==> config.mk <==
export PLATFORM = sky130hd
export DESIGN_NAME = lp_unroll_seq_flat
export DESIGN_NICKNAME = d
export VERILOG_FILES = /design/src/rtl/lp_unroll_seq_if.sv /design/src/rtl/lp_unroll_seq.sv /design/src/flat_wrapper.sv
export SDC_FILE = /design/constraint.sdc
export NUM_CORES = 1
export LEC_CHECK = 0
export CAP_MARGIN = 40
export CORE_ASPECT_RATIO = 1.75
export CORE_UTILIZATION = 37
export DETAILED_ROUTE_END_ITERATION = 8
export DONT_BUFFER_PORTS = 1
export PLACE_DENSITY_LB_ADDON = 0.2
export REMOVE_ABC_BUFFERS = 1
export SLEW_MARGIN = 25
export SYNTH_ARGS = -nofsm -noshare
export SYNTH_HDL_FRONTEND = slang
export SYNTH_SLANG_ARGS = --single-unit
==> constraint.sdc <==
create_clock -name clk -period 2.9 [get_ports clk]
set_input_delay 0.29 -clock clk [delete_from_list [all_inputs] [get_ports clk]]
set_output_delay 0.29 -clock clk [all_outputs]
set_load 0.02 [all_outputs]
==> src/rtl/lp_unroll_seq_if.sv <==
// Bundle between the loop unroll sequencer and its neighbours: loop-start request from the
// loop address table, group stream to the interpreter, and fetch-stall / status signals.
interface lp_unroll_seq_if #(
  parameter int PC_W  = 16,
  parameter int CNT_W = 7
);
  logic             lp_strt_in;
  logic [PC_W-1:0]  lp_pc_in;
  logic [CNT_W-1:0] lp_len_in;
  logic [CNT_W-1:0] lp_unroll_in;
  logic             grp_rdy_in;
  logic             mis_pred_in;

  logic             grp_vld_out;
  logic [PC_W-1:0]  grp_pc_out;
  logic [3:0]       inst_valid_out;
  logic [CNT_W-1:0] iter_out;
  logic             last_grp_out;
  logic             stll_ftch_out;
  logic             fnsh_unrll_out;
  logic             busy_out;
  logic [1:0]       lbd_state_out;

  modport master (
    output lp_strt_in, lp_pc_in, lp_len_in, lp_unroll_in, grp_rdy_in, mis_pred_in,
    input  grp_vld_out, grp_pc_out, inst_valid_out, iter_out, last_grp_out,
           stll_ftch_out, fnsh_unrll_out, busy_out, lbd_state_out
  );

  modport slave (
    input  lp_strt_in, lp_pc_in, lp_len_in, lp_unroll_in, grp_rdy_in, mis_pred_in,
    output grp_vld_out, grp_pc_out, inst_valid_out, iter_out, last_grp_out,
           stll_ftch_out, fnsh_unrll_out, busy_out, lbd_state_out
  );
endinterface

==> src/rtl/lp_unroll_seq.sv <==
// Loop unroll sequencer: replays a latched loop body as 4-wide instruction groups for the
// requested number of iterations, stalling fetch meanwhile and aborting on mispredict.
module lp_unroll_seq #(
  parameter int PC_W    = 16,
  parameter int CNT_W   = 7,
  parameter int MAX_LEN = 64
) (
  input logic            clk,
  input logic            rst,
  lp_unroll_seq_if.slave bus
);

  localparam int OW = CNT_W + 1;

  typedef enum logic [1:0] {
    IDLE   = 2'b00,
    REPLAY = 2'b01,
    DONE   = 2'b10
  } state_t;

  state_t           state_q, state_d;
  logic [PC_W-1:0]  pc_q, pc_d;
  logic [CNT_W-1:0] len_q, len_d;
  logic [CNT_W-1:0] unroll_q, unroll_d;
  logic [OW-1:0]    offset_q, offset_d;
  logic [CNT_W-1:0] iter_q, iter_d;

  logic [OW-1:0]    rem;
  logic             in_replay;
  logic             last_grp;
  logic             xfer;
  logic             accept;

  // Offset is carried one bit wider than the length so a 64-instruction body never aliases.
  assign rem       = {1'b0, len_q} - offset_q;
  assign in_replay = (state_q == REPLAY);
  assign last_grp  = (rem <= OW'(4)) && (iter_q == (unroll_q - CNT_W'(1)));
  assign xfer      = in_replay && bus.grp_rdy_in;
  assign accept    = bus.lp_strt_in && !bus.mis_pred_in &&
                     (bus.lp_len_in != '0) &&
                     ({1'b0, bus.lp_len_in} <= OW'(MAX_LEN)) &&
                     (bus.lp_unroll_in != '0);

  always_comb begin
    state_d  = state_q;
    pc_d     = pc_q;
    len_d    = len_q;
    unroll_d = unroll_q;
    offset_d = offset_q;
    iter_d   = iter_q;
    unique case (state_q)
      IDLE: begin
        if (accept) begin
          state_d  = REPLAY;
          pc_d     = bus.lp_pc_in;
          len_d    = bus.lp_len_in;
          unroll_d = bus.lp_unroll_in;
          offset_d = '0;
          iter_d   = '0;
        end
      end
      REPLAY: begin
        // Mispredict wins over both group advance and completion.
        if (bus.mis_pred_in) begin
          state_d  = IDLE;
          offset_d = '0;
          iter_d   = '0;
        end else if (xfer) begin
          if (rem > OW'(4)) begin
            offset_d = offset_q + OW'(4);
          end else begin
            offset_d = '0;
            iter_d   = iter_q + CNT_W'(1);
            if (last_grp) begin
              state_d = DONE;
            end
          end
        end
      end
      DONE: begin
        state_d  = IDLE;
        offset_d = '0;
        iter_d   = '0;
      end
      default: begin
        state_d  = IDLE;
        offset_d = '0;
        iter_d   = '0;
      end
    endcase
  end

  always_ff @(posedge clk) begin
    if (rst) begin
      state_q  <= IDLE;
      pc_q     <= '0;
      len_q    <= '0;
      unroll_q <= '0;
      offset_q <= '0;
      iter_q   <= '0;
    end else begin
      state_q  <= state_d;
      pc_q     <= pc_d;
      len_q    <= len_d;
      unroll_q <= unroll_d;
      offset_q <= offset_d;
      iter_q   <= iter_d;
    end
  end

  // Group fields are forced to zero outside REPLAY so idle outputs stay clean.
  always_comb begin
    bus.inst_valid_out = 4'b0000;
    if (in_replay) begin
      if (rem >= OW'(4)) begin
        bus.inst_valid_out = 4'b1111;
      end else begin
        case (rem[1:0])
          2'd3:    bus.inst_valid_out = 4'b1110;
          2'd2:    bus.inst_valid_out = 4'b1100;
          2'd1:    bus.inst_valid_out = 4'b1000;
          default: bus.inst_valid_out = 4'b0000;
        endcase
      end
    end
  end

  assign bus.grp_vld_out    = in_replay;
  assign bus.stll_ftch_out  = in_replay;
  assign bus.busy_out       = (state_q != IDLE);
  assign bus.fnsh_unrll_out = (state_q == DONE);
  assign bus.lbd_state_out  = state_q;
  assign bus.grp_pc_out     = in_replay ? (pc_q + PC_W'(offset_q)) : '0;
  assign bus.iter_out       = in_replay ? iter_q : '0;
  assign bus.last_grp_out   = in_replay && last_grp;

endmodule

==> src/flat_wrapper.sv <==
// flat-port wrapper written by rule: the top's interface ports become plain ports
module lp_unroll_seq_flat 
#(
  parameter int PC_W    = 16,
  parameter int CNT_W   = 7,
  parameter int MAX_LEN = 64
)
  (clk, rst, bus_lp_strt_in, bus_lp_pc_in, bus_lp_len_in, bus_lp_unroll_in, bus_grp_rdy_in, bus_mis_pred_in, bus_grp_vld_out, bus_grp_pc_out, bus_inst_valid_out, bus_iter_out, bus_last_grp_out, bus_stll_ftch_out, bus_fnsh_unrll_out, bus_busy_out, bus_lbd_state_out);
  lp_unroll_seq_if #(.PC_W(PC_W), .CNT_W(CNT_W)) bus_i ();
  input logic clk;
  input logic rst;
  input wire logic [$bits(bus_i.lp_strt_in)-1:0] bus_lp_strt_in;
  input wire logic [$bits(bus_i.lp_pc_in)-1:0] bus_lp_pc_in;
  input wire logic [$bits(bus_i.lp_len_in)-1:0] bus_lp_len_in;
  input wire logic [$bits(bus_i.lp_unroll_in)-1:0] bus_lp_unroll_in;
  input wire logic [$bits(bus_i.grp_rdy_in)-1:0] bus_grp_rdy_in;
  input wire logic [$bits(bus_i.mis_pred_in)-1:0] bus_mis_pred_in;
  output wire logic [$bits(bus_i.grp_vld_out)-1:0] bus_grp_vld_out;
  output wire logic [$bits(bus_i.grp_pc_out)-1:0] bus_grp_pc_out;
  output wire logic [$bits(bus_i.inst_valid_out)-1:0] bus_inst_valid_out;
  output wire logic [$bits(bus_i.iter_out)-1:0] bus_iter_out;
  output wire logic [$bits(bus_i.last_grp_out)-1:0] bus_last_grp_out;
  output wire logic [$bits(bus_i.stll_ftch_out)-1:0] bus_stll_ftch_out;
  output wire logic [$bits(bus_i.fnsh_unrll_out)-1:0] bus_fnsh_unrll_out;
  output wire logic [$bits(bus_i.busy_out)-1:0] bus_busy_out;
  output wire logic [$bits(bus_i.lbd_state_out)-1:0] bus_lbd_state_out;
  assign bus_i.lp_strt_in = bus_lp_strt_in;
  assign bus_i.lp_pc_in = bus_lp_pc_in;
  assign bus_i.lp_len_in = bus_lp_len_in;
  assign bus_i.lp_unroll_in = bus_lp_unroll_in;
  assign bus_i.grp_rdy_in = bus_grp_rdy_in;
  assign bus_i.mis_pred_in = bus_mis_pred_in;
  assign bus_grp_vld_out = bus_i.grp_vld_out;
  assign bus_grp_pc_out = bus_i.grp_pc_out;
  assign bus_inst_valid_out = bus_i.inst_valid_out;
  assign bus_iter_out = bus_i.iter_out;
  assign bus_last_grp_out = bus_i.last_grp_out;
  assign bus_stll_ftch_out = bus_i.stll_ftch_out;
  assign bus_fnsh_unrll_out = bus_i.fnsh_unrll_out;
  assign bus_busy_out = bus_i.busy_out;
  assign bus_lbd_state_out = bus_i.lbd_state_out;
  lp_unroll_seq #(.PC_W(PC_W), .CNT_W(CNT_W), .MAX_LEN(MAX_LEN)) u_core (.clk(clk), .rst(rst), .bus(bus_i));
endmodule
Word-level counts from Yosys, hierarchy flattened
Cells that the tools add are included.
{ "totals": {"ff_bits": 47, "inputBits": 35, "out_inout_bits": 34, "wordCells": 62} }
{ "op_classes": {"add_sub_neg": 5, "magnitude_cmp": 4, "eq_ne": 10, "mux": 21, "n_reduce_logical": 16} }
{ "op_table": {"columns": ["cell", "n"], "rows": [
  ["7-bit two-way mux", 5],
  ["8-bit two-way mux", 4],
  ["16-bit by 8-bit adder with 16-bit output", 1],
  ["16-bit two-way mux", 1],
  ["8-bit case mux with 2 select lines", 1],
  ["7-bit case mux with 2 select lines", 1],
  ["7-bit nonzero test", 2],
  ["4-bit case mux with 3 select lines", 1],
  ["2-bit two-way mux", 5],
  ["3-bit inequality test (second input constant)", 3],
  ["8-bit by 3-bit adder with 8-bit output (second input constant)", 1],
  ["8-bit by 3-bit >= comparator with 1-bit output (second input constant)", 1],
  ["8-bit by 3-bit > comparator with 1-bit output (second input constant)", 1],
  ["8-bit by 3-bit less-or-equal comparator with 1-bit output (second input constant)", 1],
  ["4-bit two-way mux", 2],
  ["7-bit by 8-bit subtractor with 8-bit output", 1],
  ["7-bit by 1-bit adder with 7-bit output (second input constant)", 1],
  ["7-bit equality test", 1],
  ["7-bit less-or-equal comparator (second input constant)", 1],
  ["1-bit logical AND", 7],
  ["7-bit by 1-bit subtractor with 7-bit output (second input constant)", 1],
  ["2-bit equality test (second input constant)", 3],
  ["2-bit by 1-bit equality test with 1-bit output (second input constant)", 2],
  ["2-bit case mux with 2 select lines", 1],
  ["7 further kinds", 8]
]} }

Logic depth before layout (Yosys ltp)
Gate-level depths: netlist (run 1).
{ "logic_depth": {"depth_word": 8, "ltp_mapped": 9, "ltp_nobuf": 8} }

Least setup slack after synthesis (run 1)
No wires, ideal clock.
{ "synth_path": {"path_kind": "reg2out", "start": "register u_core.offset_q[3]", "end": "output port bus_grp_pc_out[8]", "arrival_ns": 2.350, "required_time_ns": 2.610, "setup_slack_ns": 0.260, "path_stages_with_launch": 7, "n_path_buf": 0, "path_cell_list": "dfxtp_1 -> ha_1 -> a21o_1 -> a21o_1 -> a2111oi_2 -> nor2_1 -> nor3_1"} }
{ "synth_between": {"elab_chain_len": 2} }
{ "synth_lines": {"columns": ["item", "line", "text"], "rows": [
  ["from (decl)", "lp_unroll_seq.sv:25", "logic [OW-1:0] offset_q, offset_d;"],
  ["from (signal assigned)", "lp_unroll_seq.sv:106", "offset_q <= offset_d;"],
  ["16-bit by 8-bit adder with 16-bit output", "lp_unroll_seq.sv:133", "assign bus.grp_pc_out = in_replay ? (pc_q + PC_W'(offset_q)) : '0;"],
  ["16-bit two-way mux", "lp_unroll_seq.sv:133", null],
  ["to (decl)", "flat_wrapper.sv:19", "output wire logic [$bits(bus_i.grp_pc_out)-1:0] bus_grp_pc_out;"]
]} }
Every way passes these cells.

Final worst setup path (run 1)
{ "layout_path": {"start": "register u_core.offset_q[3]", "end": "output port bus_grp_pc_out[15]"} }
Same word-level chain as after synthesis.

==> metrics.md, run 1 <==
| Metric | Value |
|---|---|
| FF-to-FF setup slack | 0.48 ns |
| Crit-path cells | ha_1 -> a21o_1 -> a21o_1 -> a2111oi_2 -> buf_4 -> nor4b_1 -> xnor2_1 -> nor2_1 -> buf_4 |
| DR pass1 iterations | 4 |
| Worst R2R Path Depth | 9 |
| Routed len/inst | 16.6 um |
| Mapped cell area | 2970 um^2 |
| Setup TNS | 0 ns |
| Syn avg cell area | 8.28 um^2 |
| Post-place setup slack | 0.312 ns |
| Power per cell area | between 400 and 500 nW/um^2 |
| Synth top area share | 0.304 |
| Synth area leaders | dfxtp_1, mux2i_1, nor2_1 |
| Congestion Overflow GR | 0 |
| Die Wd | 69.7 um |
| Core area | 7670 um^2 |
| First-pass GRT wire length | about 12000 um |
| Total GRT Usage | 0.177 |
| Vias per Instance | roughly 5.6 |
| Num Clock Sinks | 45 |
| Synth area leader | dfxtp_1 |
| Max-slew violations | 0 |
| Clock Pin Slew Worst Setup and Hold Paths | 0.07 ns |
| Worst Skew | between 0.008 and 0.009 ns |
| WHS | slightly above 0.06 ns |
| Critical path type | reg2out |
| Largest net degree at the start of global routing | 38 |
| Post-CTS Setup Bufs | 0 |
| WL final | 7520 um |
| Die ar. | 8390 um^2 |
| CTS HTree Levels | 2 |
| Final worst slack | 0.163 ns |
| #FFs+latches synth | 45 |
| Library cells used by synthesis | 56 |
| VDD IR max | 0.000355 V |
| Die Ht | 120 um |
| CTS max path bufs | 2 |
| Number of cells on the worst hold path | 1 |
| Layout overhead on the synthesized area | 11.6% |
| CP startpoint kind | flop |
| Worst r2r src | u_core.offset_q[2] |
| Root buffer cell | clkbuf_16 |
| Syn Inst Count | 358 |
| Diode count | 0 |
| Unrepaired setup endpoints after global routing | false |
| P_leak | 1.25 nW |
| Inserted Clock Buffers | 5 |
| Endpoint class of the critical path | primary output |
| Req. time, crit path | about 2.6 ns |
| CP max-delay cell | dfxtp_2 |
| # DRC | 0 |
| Post-CTS Hold Fix Bufs | 0 |
| Ys async rst share | 0 |
| Worst-skew pair later-pin latency | approximately 0.29 ns |
| CTS tree | done |
| Fin. Hold Viols | 0 |
| Period utilization | 0.944 |
| Tmin final | around 2.7 ns |
| Final antenna-violating net count | 0 |
| Min-delay worst type | in2reg |
| Max Clock Freq | 365 MHz |
| Outcome | finished, final reports clean |
| Vias | 2545 |
| Post-synthesis sequential area ratio | 0.304 |
| Starting density of the core | 0.386 |
| Critical path startpoint | u_core.offset_q[3] |
| Placer Congestion | approximately 0.80 |
| Initial antenna violation count | 0 |
| Max-cap violation count | 0 |
| R2r endpoint | u_core.iter_q[2] |
| Design Power | 1.49 mW |
| DP HPWL | 5680 um |
| Top_reg_cell synth | dfxtp_1 |
| Number of enable flip-flop cells after synthesis | 0 |
| Vias in the first global route | around 2300 |
| Port Buffer Count | 0 |
| Finished Core Util | 0.432 |
| Final nets | 414 |
| Worst path max stage delay | 0.36 ns |
| Layout cells sized above 1 | 0.104 |
| Final setup violation count | 0 |
| I/O pins | 69 |
| Floorplan row count | 42 |
| Initial DRC count | 103 |
| Synth Warn # | 0 |
| Crit-path max FO | 8 |
| Hold Startpoint | rst |
| Hold endpoint | u_core.offset_q[3] |
| CP arrival | 2.45 ns |
## routing by layer
layer	track usage	wire [um]
met1	0.176	2750
met2	0.356	4250
met3	0.0342	411
met4	0.0588	112
met5	0	0
## cell families (layout without fill, tap and decap cells)
group           count (synthesis)  count (layout)  synth area share
xor+xnor                       23              23            0.0679
fa+ha+maj                      16              16            0.0675
simple gates                  142             142             0.227
compound gates                 62              62             0.159
other cells                     2               2           0.00253
flops                          45              45             0.304
buf+inv                        34              40            0.0561
mux                            34              34             0.115
## how the worst max path moves through the flow
| stage | end | cells past startpoint |
|---|---|---|
| floorplan | u_core.len_q[0] | 6 |
| global placement | bus_last_grp_out | 8 |
| detailed placement | bus_last_grp_out | 8 |
| CTS | bus_grp_pc_out[12] | 8 |
| global route | bus_last_grp_out | 8 |
| finish | bus_grp_pc_out[15] | 9 |
## stage by stage
step / std cells / cell area (um^2)
CTS: 452 / 3290
global route: 452 / 3310
detailed placement: 444 / 3110
global placement: 444 / 3110
floorplan: 339 / 2860
finish: 452 / 3310
## state kept, by name (all words and copies together) (netlist names)
signal and count:
u_core.bus.lbd_state_out 2, u_core.len_q 7, u_core.offset_q 6, u_core.pc_q 16
u_core.unroll_q 7, u_core.iter_q 7
## worst max-delay path, delay by kind of cell, from the launching register on
| family | cells | cell delay, ns |
|---|---|---|
| compound gates | 3 | 0.79 |
| xor+xnor | 1 | 0.15 |
| fa+ha+maj | 1 | 0.32 |
| buf+inv | 2 | 0.35 |
| flops | 1 | 0.36 |
| simple gates | 2 | 0.18 |
## cells in the mapped netlist, drive strengths merged, types with 4 or more instances
| cell | number |
|---|---|
| nor2b | 4 |
| clkbuf | 8 |
| o21ai | 9 |
| a21o | 4 |
| buf | 11 |
| a221o | 4 |
| xnor2 | 16 |
| nand2b | 6 |
| nand2 | 15 |
| inv | 15 |
| ha | 16 |
| mux2i | 33 |
| nand4 | 4 |
| a21oi | 16 |
| nor3 | 9 |
| nand3 | 14 |
| and2 | 10 |
| nor2 | 64 |
| xor2 | 7 |
| dfxtp | 45 |
| or3 | 4 |
## what timing repair did
item	in CTS	in global routing
hold endpoints to repair	0	0
resized for setup	1	7
setup endpoints to repair	1	10
## cells in the final DEF, fill, tap and decap left out, types with 4 or more instances in the layout
| cell type | instances |
|---|---|
| nor2b_1 | 4 |
| nor3_1 | 9 |
| a21o_1 | 4 |
| nand2_1 | 15 |
| inv_1 | 15 |
| nand3_1 | 14 |
| mux2i_1 | 33 |
| nor2_1 | 60 |
| nand4_1 | 4 |
| clkbuf_16 | 5 |
| xnor2_1 | 16 |
| o21ai_0 | 9 |
| or3_1 | 4 |
| a21oi_1 | 15 |
| a221o_1 | 4 |
| nand2b_1 | 6 |
| xor2_1 | 7 |
| and2_1 | 10 |
| dfxtp_1 | 44 |
| ha_1 | 16 |
| buf_4 | 16 |
## power breakdown
group	switching [mW]	total [mW]	internal, mW
clock	0.246	0.677	0.431
combinational	0.0997	0.169	0.0694
sequential	0.0113	0.642	0.630
total	0.357	1.49	1.13
## cell type report
class,count,area [um^2]
tap,88,110
fill,764,4360
timing repair buffer,17,140
clock buffer,7,143
inverter,15,56.3
sequential,45,902
clock inverter,1,30.0
multi-input combinational,279,1930
(Power assumes the default switching activity.)
==> run 2: changes to the inputs <==
- CAP_MARGIN: 40 -> unset
- HOLD_SLACK_MARGIN: unset -> 0.02
==> results of run 2 <==
Same layout as run 1: the final DEF is identical, and so are final timing and power.
==> run 3: changes to the inputs <==
- CELL_PAD_IN_SITES_DETAIL_PLACEMENT: unset -> 0
- CELL_PAD_IN_SITES_GLOBAL_PLACEMENT: unset -> 2
==> run 3 against run 2 <==
Via count decreased by 0.43%. Core utilization increased by 0.41 points. Die area unchanged. Largest cell class unchanged. Final area increased by 0.94%. Total power increased by 4.5%. Hold slack improved by 0.00099 ns. Cell count increased by 0.66%. Non-clock buffer count increased by 3. Combinational power about the same. Fmax increased by 0.61%. Critical path depth decreased by 1.
==> metrics.md, run 3 (synthesis gave the netlist of run 1 again) <==
| Metric | Value |
|---|---|
| Buffers & Inverters on Critical Path | 2 (unchanged) |
| Diode count | 0 (unchanged) |
| Max reg flops | 16 (unchanged) |
| Critical path startpoint | u_core.offset_q[3] |
| Layout overhead on the synthesized area | 12.7% |
| Worst Skew | 0.00678 ns (-0.00123 ns) |
| Max-cap violation count | 0 (unchanged) |
| Total GRT Usage | 0.198 (+0.0215) |
| Crit-path cells | ha_1 -> a21o_1 -> a21o_1 -> a2111oi_4 -> buf_4 -> nor2_1 -> nor3_1 -> buf_4 |
| Die Ht | 120 um (unchanged) |
| CTS HTree Levels | 2 (unchanged) |
| Final nets | 417 (+0.72%) |
| Final setup violation count | 0 (unchanged) |
| Vias | 2534 (-0.43%) |
| FF-to-FF setup slack | 0.48 ns (about the same) |
| Power per cell area | 465 nW/um^2 (+3.5%) |
| Number of cells on the worst hold path | 1 (unchanged) |
| Worst r2r src | u_core.offset_q[2] |
| CP arrival | 2.43 ns (-0.02 ns) |
| VDD IR max | 0.000281 V (-21%) |
| Most frequent cells in the layout | nor2_1, dfxtp_1, mux2i_1 |
| Final antenna-violating net count | 0 (unchanged) |
| Port Buffer Count | 0 (unchanged) |
| Initial antenna violation count | 0 (unchanged) |
| Die ar. | 8390 um^2 (unchanged) |
| Initial DRC count | 99 (-3.9%) |
| CP max-delay cell | dfxtp_2 |
| Clock Pin Slew Worst Setup and Hold Paths | 0.07 ns (about the same) |
| Post-Place Cells | 447 (+0.68%) |
| Tmin final | 2.72 ns (-0.0166 ns) |
| Max-slew violations | 0 (unchanged) |
| Fillers | 805 (+5.4%) |
| CTS tree | done |
| Period utilization | 0.938 (-0.00573) |
| P_leak | 1.28 nW (+2.1%) |
| Outcome | finished, final reports clean |
| First-pass GRT wire length | 12800 um (+10%) |
| Max Clock Freq | 368 MHz (+0.61%) |
| Worst R2R Path Depth | 8 (-1) |
| Crit-path max FO | 8 (unchanged) |
| Multi-input gate area | 1930 um^2 (+0.19%) |
| Req. time, crit path | 2.61 ns (about the same) |
| Vias in the first global route | 2557 (+11%) |
| Layout cells sized above 1 | 0.109 (+0.00460) |
| Largest register by flop count | u_core.pc_q |
| CTS max path bufs | 2 (unchanged) |
| # DRC | 0 (unchanged) |
| Largest net degree at the start of global routing | 38 (unchanged) |
| Unrepaired setup endpoints after global routing | false |
| Min-delay worst type | in2reg |
| Largest delay contributor family on the critical path | compound AO/OA/AOI/OAI gates |
| DP HPWL | 6140 um (+8.1%) |
| Routed len/inst | 17.6 um (+5.5%) |
| WL final | 7990 um (+6.2%) |
| Sequential cell area | 902 um^2 (unchanged) |
| Die Wd | 69.7 um (unchanged) |
| I/O pins | 69 (unchanged) |
| Hold endpoint | u_core.unroll_q[0] |
| Starting density of the core | 0.386 (unchanged) |
| Fin. Hold Viols | 0 (unchanged) |
| R2r endpoint | u_core.iter_q[4] |
| CP startpoint kind | flop |
| Most common cell after layout, fill and taps aside | nor2_1 |
| DR pass1 iterations | 4 (unchanged) |
| Critical path type | reg2out |
| Worst-skew pair later-pin latency | 0.30 ns (about the same) |
| Finished Core Util | 0.436 (+0.00408) |
| Worst path max stage delay | 0.34 ns (-0.02 ns) |
| Layout Cells excl Fill | 455 (+0.66%) |
| Post-CTS Setup Bufs | 0 (unchanged) |
| Num Clock Sinks | 45 (unchanged) |
| Congestion Overflow GR | 0 (unchanged) |
| Root buffer cell | clkbuf_16 |
| Slew margin rel. | 0.525 |
| Vias per Instance | 5.57 (-1.1%) |
| Placer Congestion | 0.817 (+2.6%) |
| Floorplan row count | 42 (unchanged) |
| Inserted Clock Buffers | 5 (unchanged) |
| Endpoint class of the critical path | primary output |
| Hold Startpoint | rst |
| Worst-Margin Slew | 0.706 ns |
| Core area | 7670 um^2 (unchanged) |
-- run 3: changes by cell type in the layout (fill, tap and decap cells not counted) --
cell / before / now
a2111oi_2: 1 / 0
bufinv_16: 1 / 2
clkbuf_8: 1 / 0
buf_4: 16 / 20
nor2_2: 2 / 0
and3_2: 0 / 1
buf_12: 1 / 0
clkbuf_1: 1 / 0
nor2_1: 60 / 62
and3_4: 1 / 0
clkinv_2: 0 / 1
a2111oi_4: 0 / 1
-- run 3: how the worst max path moves through the flow --
stage,cells after the start,slack (ns),end
final,8,0.18,bus_grp_pc_out[8]
after global placement,8,0.33,bus_last_grp_out
after CTS,8,0.002,bus_last_grp_out
after floorplan,6,-0.45,u_core.len_q[0]
after global routing,8,0.01,bus_last_grp_out
after detailed placement,8,0.33,bus_last_grp_out
-- run 3: routing by layer --
| metal | share of wire | up-vias | wire length [um] | global-route usage |
|---|---|---|---|---|
| met5 | 0 | - | 0 | 0 |
| met4 | 0.041 | 0 | 329 | 0.105 |
| met3 | 0.042 | 15 | 334 | 0.0383 |
| met2 | 0.55 | 60 | 4420 | 0.389 |
| met1 | 0.36 | 1193 | 2910 | 0.190 |
| li1 | - | 1266 | - | - |
-- run 3: power by group --
part           switching [mW]  leakage, nW  internal [mW]
registers              0.0117        0.364          0.630
logic                  0.0990        0.820         0.0665
clock network           0.255       0.0938          0.492
-- run 3: repair_timing --
item / 4_1_cts / 5_1_grt
hold buffers: 0 / 0
resized for setup: 0 / 6
endpoints found under the setup margin: 0 / 8
-- run 3: through the flow --
stage          instance area [um^2]  worst slack (ns)  hold WS [ns]  setup TNS [ns]  power (mW)
2_1_floorplan                  2860            -0.450         0.359          -13.81       0.776
3_3_place_gp                   3120             0.328         0.366               0       0.819
3_5_place_dp                   3120             0.333         0.369               0       0.820
4_1_cts                        3310           0.00179        0.0537               0        1.58
5_1_grt                        3340            0.0114        0.0525               0        1.61
6_report                       3340             0.179        0.0628               0        1.55
-- run 3: layout make-up --
type / instances / area share
Clock inverter: 3 / 0.0195
Sequential cell: 45 / 0.270
Timing Repair Buffer: 20 / 0.0449
Multi-Input combinational cell: 279 / 0.578
Inverter: 15 / 0.0168
Clock buffer: 5 / 0.0374
Tap cell: 88 / 0.0329
